==> config.mk <==
export PLATFORM = sky130hd
export DESIGN_NAME = motor_pwm_bank
export DESIGN_NICKNAME = d
export VERILOG_FILES = /design/src/rtl/motor_pwm_bank.sv
export SDC_FILE = /design/constraint.sdc
export NUM_CORES = 1
export LEC_CHECK = 0
export ABC_AREA = 1
export ABC_CLOCK_PERIOD_IN_PS = 9450
export BUFFER_PORTS_ARGS = -buffer_cell sky130_fd_sc_hd__buf_2
export CAP_MARGIN = 10
export CORE_MARGIN = 2
export CORE_UTILIZATION = 40
export CTS_BUF_LIST = sky130_fd_sc_hd__clkbuf_16
export DETAILED_ROUTE_END_ITERATION = 6
export SETUP_SLACK_MARGIN = 0.15
export SLEW_MARGIN = 20
export SYNTH_ARGS = -nofsm -noshare
export SYNTH_HDL_FRONTEND = slang
export SYNTH_SLANG_ARGS = --single-unit
==> constraint.sdc <==
create_clock -name clk -period 9.45 [get_ports clk]
set_clock_uncertainty 0.15 [all_clocks]
set_input_delay 1.89 -clock clk [delete_from_list [all_inputs] [get_ports clk]]
set_output_delay 1.89 -clock clk [all_outputs]
set_load 0.005 [all_outputs]
==> src/rtl/motor_pwm_bank.sv <==
// N-channel PWM bank driving H-bridge enables. It supports period-aligned duty updates,
// slew-limited ramping toward per-channel targets, and a sticky overcurrent shutdown.
module motor_pwm_bank #(
  parameter int CHANNELS  = 2,
  parameter int WIDTH     = 12,
  parameter int PERIOD    = 4095,
  parameter int RAMP_STEP = 16
) (
  input  logic                      clk,
  input  logic                      rst_n,
  input  logic [CHANNELS*WIDTH-1:0] duty_in,
  input  logic                      duty_load,
  input  logic [CHANNELS-1:0]       enable,
  input  logic                      oc,
  input  logic                      fault_clr,
  output logic [CHANNELS-1:0]       pulse,
  output logic                      period_start,
  output logic [CHANNELS-1:0]       ramping,
  output logic                      fault
);

  localparam logic [WIDTH-1:0] PERIOD_V = WIDTH'(PERIOD);
  localparam logic [WIDTH:0]   STEP_V   = (WIDTH+1)'(RAMP_STEP);

  logic [WIDTH-1:0] cnt;
  logic             cnt_at_end;
  logic [WIDTH-1:0] target     [CHANNELS];
  logic [WIDTH-1:0] target_nxt [CHANNELS];
  logic [WIDTH-1:0] active     [CHANNELS];
  logic [WIDTH-1:0] active_nxt [CHANNELS];
  logic             oc_meta;
  logic             oc_s;

  assign cnt_at_end = (cnt == PERIOD_V);

  // Step act toward tgt by at most RAMP_STEP.
  // The extra bit keeps the add and subtract from wrapping.
  function automatic logic [WIDTH-1:0] ramp_toward(input logic [WIDTH-1:0] act,
                                                    input logic [WIDTH-1:0] tgt);
    logic [WIDTH:0] a;
    logic [WIDTH:0] t;
    logic [WIDTH:0] d;
    logic [WIDTH:0] r;
    a = {1'b0, act};
    t = {1'b0, tgt};
    if (t >= a) begin
      d = t - a;
      if (d > STEP_V) d = STEP_V;
      r = a + d;
    end else begin
      d = a - t;
      if (d > STEP_V) d = STEP_V;
      r = a - d;
    end
    return WIDTH'(r);
  endfunction

  // duty_load is a single-cycle strobe with no back-pressure.
  // Every strobe is captured, and a load on the terminal count feeds that same ramp step.
  always_comb begin
    for (int i = 0; i < CHANNELS; i++) begin
      target_nxt[i] = target[i];
      if (duty_load) begin
        if (duty_in[i*WIDTH +: WIDTH] > PERIOD_V) target_nxt[i] = PERIOD_V;
        else                                      target_nxt[i] = duty_in[i*WIDTH +: WIDTH];
      end
    end
  end

  always_comb begin
    for (int i = 0; i < CHANNELS; i++) begin
      active_nxt[i] = active[i];
      if (fault || !enable[i]) begin
        active_nxt[i] = '0;
      end else if (cnt_at_end) begin
        active_nxt[i] = (RAMP_STEP == 0) ? target_nxt[i] : ramp_toward(active[i], target_nxt[i]);
      end
    end
  end

  always_comb begin
    for (int i = 0; i < CHANNELS; i++) begin
      ramping[i] = (active[i] != target[i]);
    end
  end

  always_ff @(posedge clk or negedge rst_n) begin
    if (!rst_n) begin
      cnt          <= '0;
      period_start <= 1'b0;
    end else begin
      cnt          <= cnt_at_end ? '0 : cnt + 1'b1;
      period_start <= (cnt == '0);
    end
  end

  always_ff @(posedge clk or negedge rst_n) begin
    if (!rst_n) begin
      for (int i = 0; i < CHANNELS; i++) begin
        target[i] <= '0;
        active[i] <= '0;
      end
      pulse <= '0;
    end else begin
      for (int i = 0; i < CHANNELS; i++) begin
        target[i] <= target_nxt[i];
        active[i] <= active_nxt[i];
        pulse[i]  <= enable[i] & ~fault & ((active[i] == PERIOD_V) | (cnt < active[i]));
      end
    end
  end

  // A synchronised overcurrent condition wins over a simultaneous clear.
  always_ff @(posedge clk or negedge rst_n) begin
    if (!rst_n) begin
      oc_meta <= 1'b0;
      oc_s    <= 1'b0;
      fault   <= 1'b0;
    end else begin
      oc_meta <= oc;
      oc_s    <= oc_meta;
      if (oc_s)           fault <= 1'b1;
      else if (fault_clr) fault <= 1'b0;
    end
  end

endmodule

==> After elaboration in Yosys (flattened, before gate mapping) <==
Cells that the tools add are included.
{ "word_totals": {"elab_cells": 78, "latch_bits": 0, "register_bits": 66, "n_memories": 0, "mem_bits_rw": 0, "mem_bits_ro": 0} }
{ "classes": {"mux": 29, "eq_ne": 5, "mul": 0, "reduce_logical": 8, "n_lt_le_gt_ge": 10, "bitwise_logic": 7, "div": 0, "add_sub_neg": 9, "shift": 0} }
{ "op_table": {"columns": ["operator", "count"], "rows": [
  ["12-bit two-way mux", 27],
  ["13-bit by 5-bit > comparator with 1-bit output (second input constant)", 4],
  ["12-bit by 12-bit subtractor with 13-bit output", 4],
  ["12-bit == test (second input constant)", 3],
  ["12-bit adder", 2],
  ["12-bit greater-or-equal comparator", 2],
  ["12-bit > comparator (second input constant)", 2],
  ["12-bit < comparator", 2],
  ["12-bit inequality test", 2],
  ["12-bit subtractor", 2],
  ["12-bit by 1-bit adder with 12-bit output (second input constant)", 1],
  ["12-bit zero test", 1],
  ["2-bit nonzero test", 3],
  ["1-bit AND", 4],
  ["1-bit zero test", 2],
  ["1-bit logical OR", 2],
  ["1-bit two-way mux", 2],
  ["1-bit bitwise OR", 2],
  ["1-bit NOT", 1]
]} }

==> Logic depth before layout (Yosys ltp) <==
{ "depth": {"depth_word": 13, "ltp_mapped": 37, "mapped_depth_nobuf": 35} }

==> Least setup slack after synthesis <==
No wires, ideal clock.
{ "synth_timing": {"path_type": "input -> register", "startpoint": "input duty_load", "endpoint": "register active[7] in the netlist's numbering", "arrival_ns": 6.006, "required_ns": 9.174, "slack_ns": 3.169, "stages": 31, "setup_ns": 0.126, "cell_sequence": "clkbuf_1 clkbuf_1 nand2_1 o21ai_0 inv_1 ha_1 fa_1 inv_1 nand2_1 nand2_1 nand2_1 nand2_1 nand2_1 nand2_1 nand3_1 nor2_2 nand2_2 or2_2 ha_1 nor3_1 o22ai_1 ha_1 a21o_1 nand3_1 o211ai_1 a21oi_1 o21ai_0 a21oi_1 nand2_1 nand2_1 o22ai_1"} }
{ "synth_lines": {"columns": ["element", "line_no", "text"], "rows": [
  ["from (decl)", "12", "input logic duty_load,"],
  ["to (signal, indexed assignment)", "107", "active[i] <= active_nxt[i];"],
  ["to (decl)", "29", "logic [WIDTH-1:0] active [CHANNELS];"]
]} }

==> impl_metrics.json <==
{
  "synth_top_area_cell": "sky130_fd_sc_hd__dfrtp_1",
  "clockRootBuffer": "sky130_fd_sc_hd__clkbuf_16",
  "die_area_sq_um": 20200,
  "final_cell_utilization_of_the_core": 0.445,
  "cts.repair_timing.setup_buffer_count": 0,
  "crit_path_top_delay_cell": "sky130_fd_sc_hd__buf_2",
  "routed_via_density": 5.22,
  "cp.required_ns": 9.51,
  "total_power_uw": 848,
  "synth_fa_ha_area_frac": 0.176,
  "cts_hold_repair.buffers": 0,
  "reg2regPathDepth": 27,
  "via_count": 7300,
  "final.fill_count": 1963,
  "ys_async_sr_fraction": 1.00,
  "rsz0062_at_grt": "no",
  "max-clock-path-buffers": 2,
  "critical_path_peak_fanout": 48,
  "multi_input_comb_area_sq_um": 5040,
  "die_x_microns": 142,
  "drcViolationCount": 0,
  "vdd_drop_max_mv": 0.110,
  "cts_repair_resize_count": 0,
  "design.portCount": 37,
  "drv.max_cap_violation_count": 0,
  "regToRegSetupSlack_ns": 4.48,
  "sequential_cell_area_sq_um": 1650,
  "grt_max_degree": 67,
  "hold_violations": 0,
  "final_antenna_net_count": 0,
  "clk_transition_reported_paths_ns": 0.06,
  "yosys_warnings": 0,
  "synthFlopType": "sky130_fd_sc_hd__dfrtp_1",
  "global_route.overflow_total": 0,
  "core_sq_um": 18700,
  "min_period_over_period": 0.720,
  "worstSetupPathType": "in2reg",
  "grt_pass1_vias": 7048,
  "worstReg2RegStart": "target[1]",
  "place.detailed.hpwl_microns": 17800,
  "dominant_combinational_cell_family_by_area_after_synthesis": "simple AND/OR/NAND/NOR gates",
  "synth-compound-area-share": 0.137,
  "top_cell_by_count_worst_path": "sky130_fd_sc_hd__nand2_1",
  "grt_antenna_before_repair": 0,
  "num-nets-final": 1295,
  "finalWorstPathRequiredPeriod_ns": 6.80,
  "place.gp.congestion": 0.948,
  "max_freq_mhz": 147,
  "synth_xor_area_frac": 0.0676,
  "final_cell_mix": "sky130_fd_sc_hd__nand2_1 (259), sky130_fd_sc_hd__inv_1 (213), sky130_fd_sc_hd__ha_1 (98)",
  "dpl-instance-area_sq_um": 8030,
  "worst_path_largest_cell_delay_ns": 0.67,
  "wire_length_of_the_first_global_routing_pass_microns": 35900,
  "drt-wirelength-per-cell_microns": 15.7,
  "layout_stage_area_growth_over_the_synthesis_result_pct": 8.84,
  "effective_utilization_at_floorplan": 0.408,
  "drt_iter0_markers": 659,
  "max_slew.worst_pin.slew_ns": 0.901,
  "mostFrequentLayoutCell": "sky130_fd_sc_hd__nand2_1",
  "synthDistinctLibCells": 49,
  "worst_slew_margin_rel": 0.399,
  "worst_r2r_endpoint": "active[7]",
  "layout-drive-gt1-share": 0.0893,
  "timing.critical_path.from_type": "input pin",
  "setup_viol_count_final": 0,
  "synth_seq_area_share": 0.216,
  "hold-worst-slack_ns": 0.202,
  "kind_of_capture_point_of_the_worst_setup_path": "flip-flop",
  "synthesis.nets": 1263,
  "post_synth.cell_area_avg_sq_um": 6.77,
  "critPathLaunch": "duty_load",
  "cts_buf_count": 9,
  "clock-sinks": 66,
  "finish.instance_area_sq_um": 8320,
  "syn_inst": 1128,
  "run_status": "completed",
  "post_synth_and_or_nand_nor_area_fraction": 0.279,
  "timing.critical_path.arrival_ns": 6.86,
  "ys_seq_elements": 66,
  "top_area_cell_type_share_of_the_netlist_area": 0.216,
  "pwr_density_cell_nw_per_um2": 102,
  "synth.cell_area_sq_um": 7640,
  "drv_slew": 0,
  "gr-usage-all-layers": 0.225,
  "synth.mux.area_fraction": 0,
  "cts_h_tree_lvls": 3,
  "setup_tns_ns": 0,
  "number_of_synthesized_flops_with_an_enable_pin": 0,
  "worst_skew_pair.late_latency_ns": 0.34,
  "tritoncts": "done",
  "fp-row-count": 50,
  "die_h_microns": 142,
  "worst_setup_path_endpoint": "active[7]",
  "netlist_top_cells_area": "sky130_fd_sc_hd__dfrtp_1 (22%), sky130_fd_sc_hd__ha_1 (16%), sky130_fd_sc_hd__nand2_1 (13%)",
  "portBuffers": 36,
  "leak_nw": 4.44,
  "insertedDiodeCount": 0,
  "worst_hold_path_type": "reg2reg",
  "detailedRoute.firstPassIterationCount": 5,
  "totalWireLength_microns": 21900
}
[cell type report]
type,instances,area share
tap,234,0.0352
inverter,229,0.103
sequential,66,0.199
clock buffer,9,0.0271
timing repair buffer,36,0.0220
multi-input combinational,818,0.606
clock inverter,7,0.00737
[layer usage]
| layer | track usage | vias to the layer above | wire, microns |
|---|---|---|---|
| met4 | 0.0595 | 0 | 353 |
| met3 | 0.0259 | 23 | 1030 |
| li1 | - | 3703 | - |
| met2 | 0.346 | 185 | 9270 |
| met5 | 0 | - | 0 |
| met1 | 0.335 | 3389 | 11200 |
[logic make-up (layout without fill, tap and decap cells)]
kind of cell               after synthesis  after routing
buffers and inverters                  244            281
AOI/OAI and AO/OA                      189            189
adders and majority gates              104            104
xor gates and xnor gates                59             59
and+or+nand+nor                        466            466
DFF                                     66             66
[cell usage after synthesis (2+ instances only)]
master and n:
sky130_fd_sc_hd__nor2_1 45, sky130_fd_sc_hd__a31oi_1 4, sky130_fd_sc_hd__buf_2 6, sky130_fd_sc_hd__buf_6 2, sky130_fd_sc_hd__o21bai_1 6, sky130_fd_sc_hd__and2_1 2, sky130_fd_sc_hd__clkbuf_1 5, sky130_fd_sc_hd__nand4_1 25
sky130_fd_sc_hd__nor4_1 12, sky130_fd_sc_hd__o31ai_1 4, sky130_fd_sc_hd__xnor2_1 18, sky130_fd_sc_hd__ha_1 98, sky130_fd_sc_hd__o211ai_1 5, sky130_fd_sc_hd__o22ai_1 19, sky130_fd_sc_hd__nor2_2 10, sky130_fd_sc_hd__o21ai_1 14
sky130_fd_sc_hd__a21o_1 4, sky130_fd_sc_hd__or2_2 3, sky130_fd_sc_hd__nand2_1 259, sky130_fd_sc_hd__inv_1 212, sky130_fd_sc_hd__o21ai_0 58, sky130_fd_sc_hd__o21ai_2 2, sky130_fd_sc_hd__nand2_2 15, sky130_fd_sc_hd__buf_4 2
sky130_fd_sc_hd__nand3_1 71, sky130_fd_sc_hd__fa_1 6, sky130_fd_sc_hd__nor3_1 7, sky130_fd_sc_hd__xor2_1 41, sky130_fd_sc_hd__nor2_4 3, sky130_fd_sc_hd__dfrtp_1 66, sky130_fd_sc_hd__a21oi_1 68, sky130_fd_sc_hd__inv_2 16
sky130_fd_sc_hd__nand3b_1 4
[worst max-delay path, delay by kind of cell]
family	cells	cell delay, ns
buffers and inverters	3	0.90
adders and majority gates	4	1.25
AOI/OAI and AO/OA	8	1.13
and+or+nand+nor	15	1.65
[per-stage QoR]
step | cells | setup slack (ns)
2_1_floorplan | 1128 | 3.17
5_1_grt | 1399 | 2.07
4_1_cts | 1399 | 2.72
3_3_place_gp | 1383 | 2.40
6_report | 1399 | 2.65
3_5_place_dp | 1383 | 2.37
[state kept, by name (all words and copies together) (netlist names)]
register,count
period_start,1
oc_meta,1
active,24
cnt,12
target,24
pulse,2
oc_s,1
fault,1
[worst min path at each step]
| stage | startpoint | end | slack [ns] | depth (start not counted) |
|---|---|---|---|---|
| floorplan | oc_meta | oc_s | 0.18 | 0 |
| global placement | oc_meta | oc_s | 0.19 | 0 |
| detailed placement | oc_meta | oc_s | 0.19 | 0 |
| CTS | oc_meta | oc_s | 0.20 | 0 |
| global route | oc_meta | oc_s | 0.22 | 0 |
| finish | oc_meta | oc_s | 0.20 | 0 |
[report_power, final]
group | internal, mW | switching [mW]
logic | 0.0688 | 0.142
registers | 0.293 | 0.00625
clock network | 0.201 | 0.137
No activity file was read; power rests on OpenSTA's default activity.
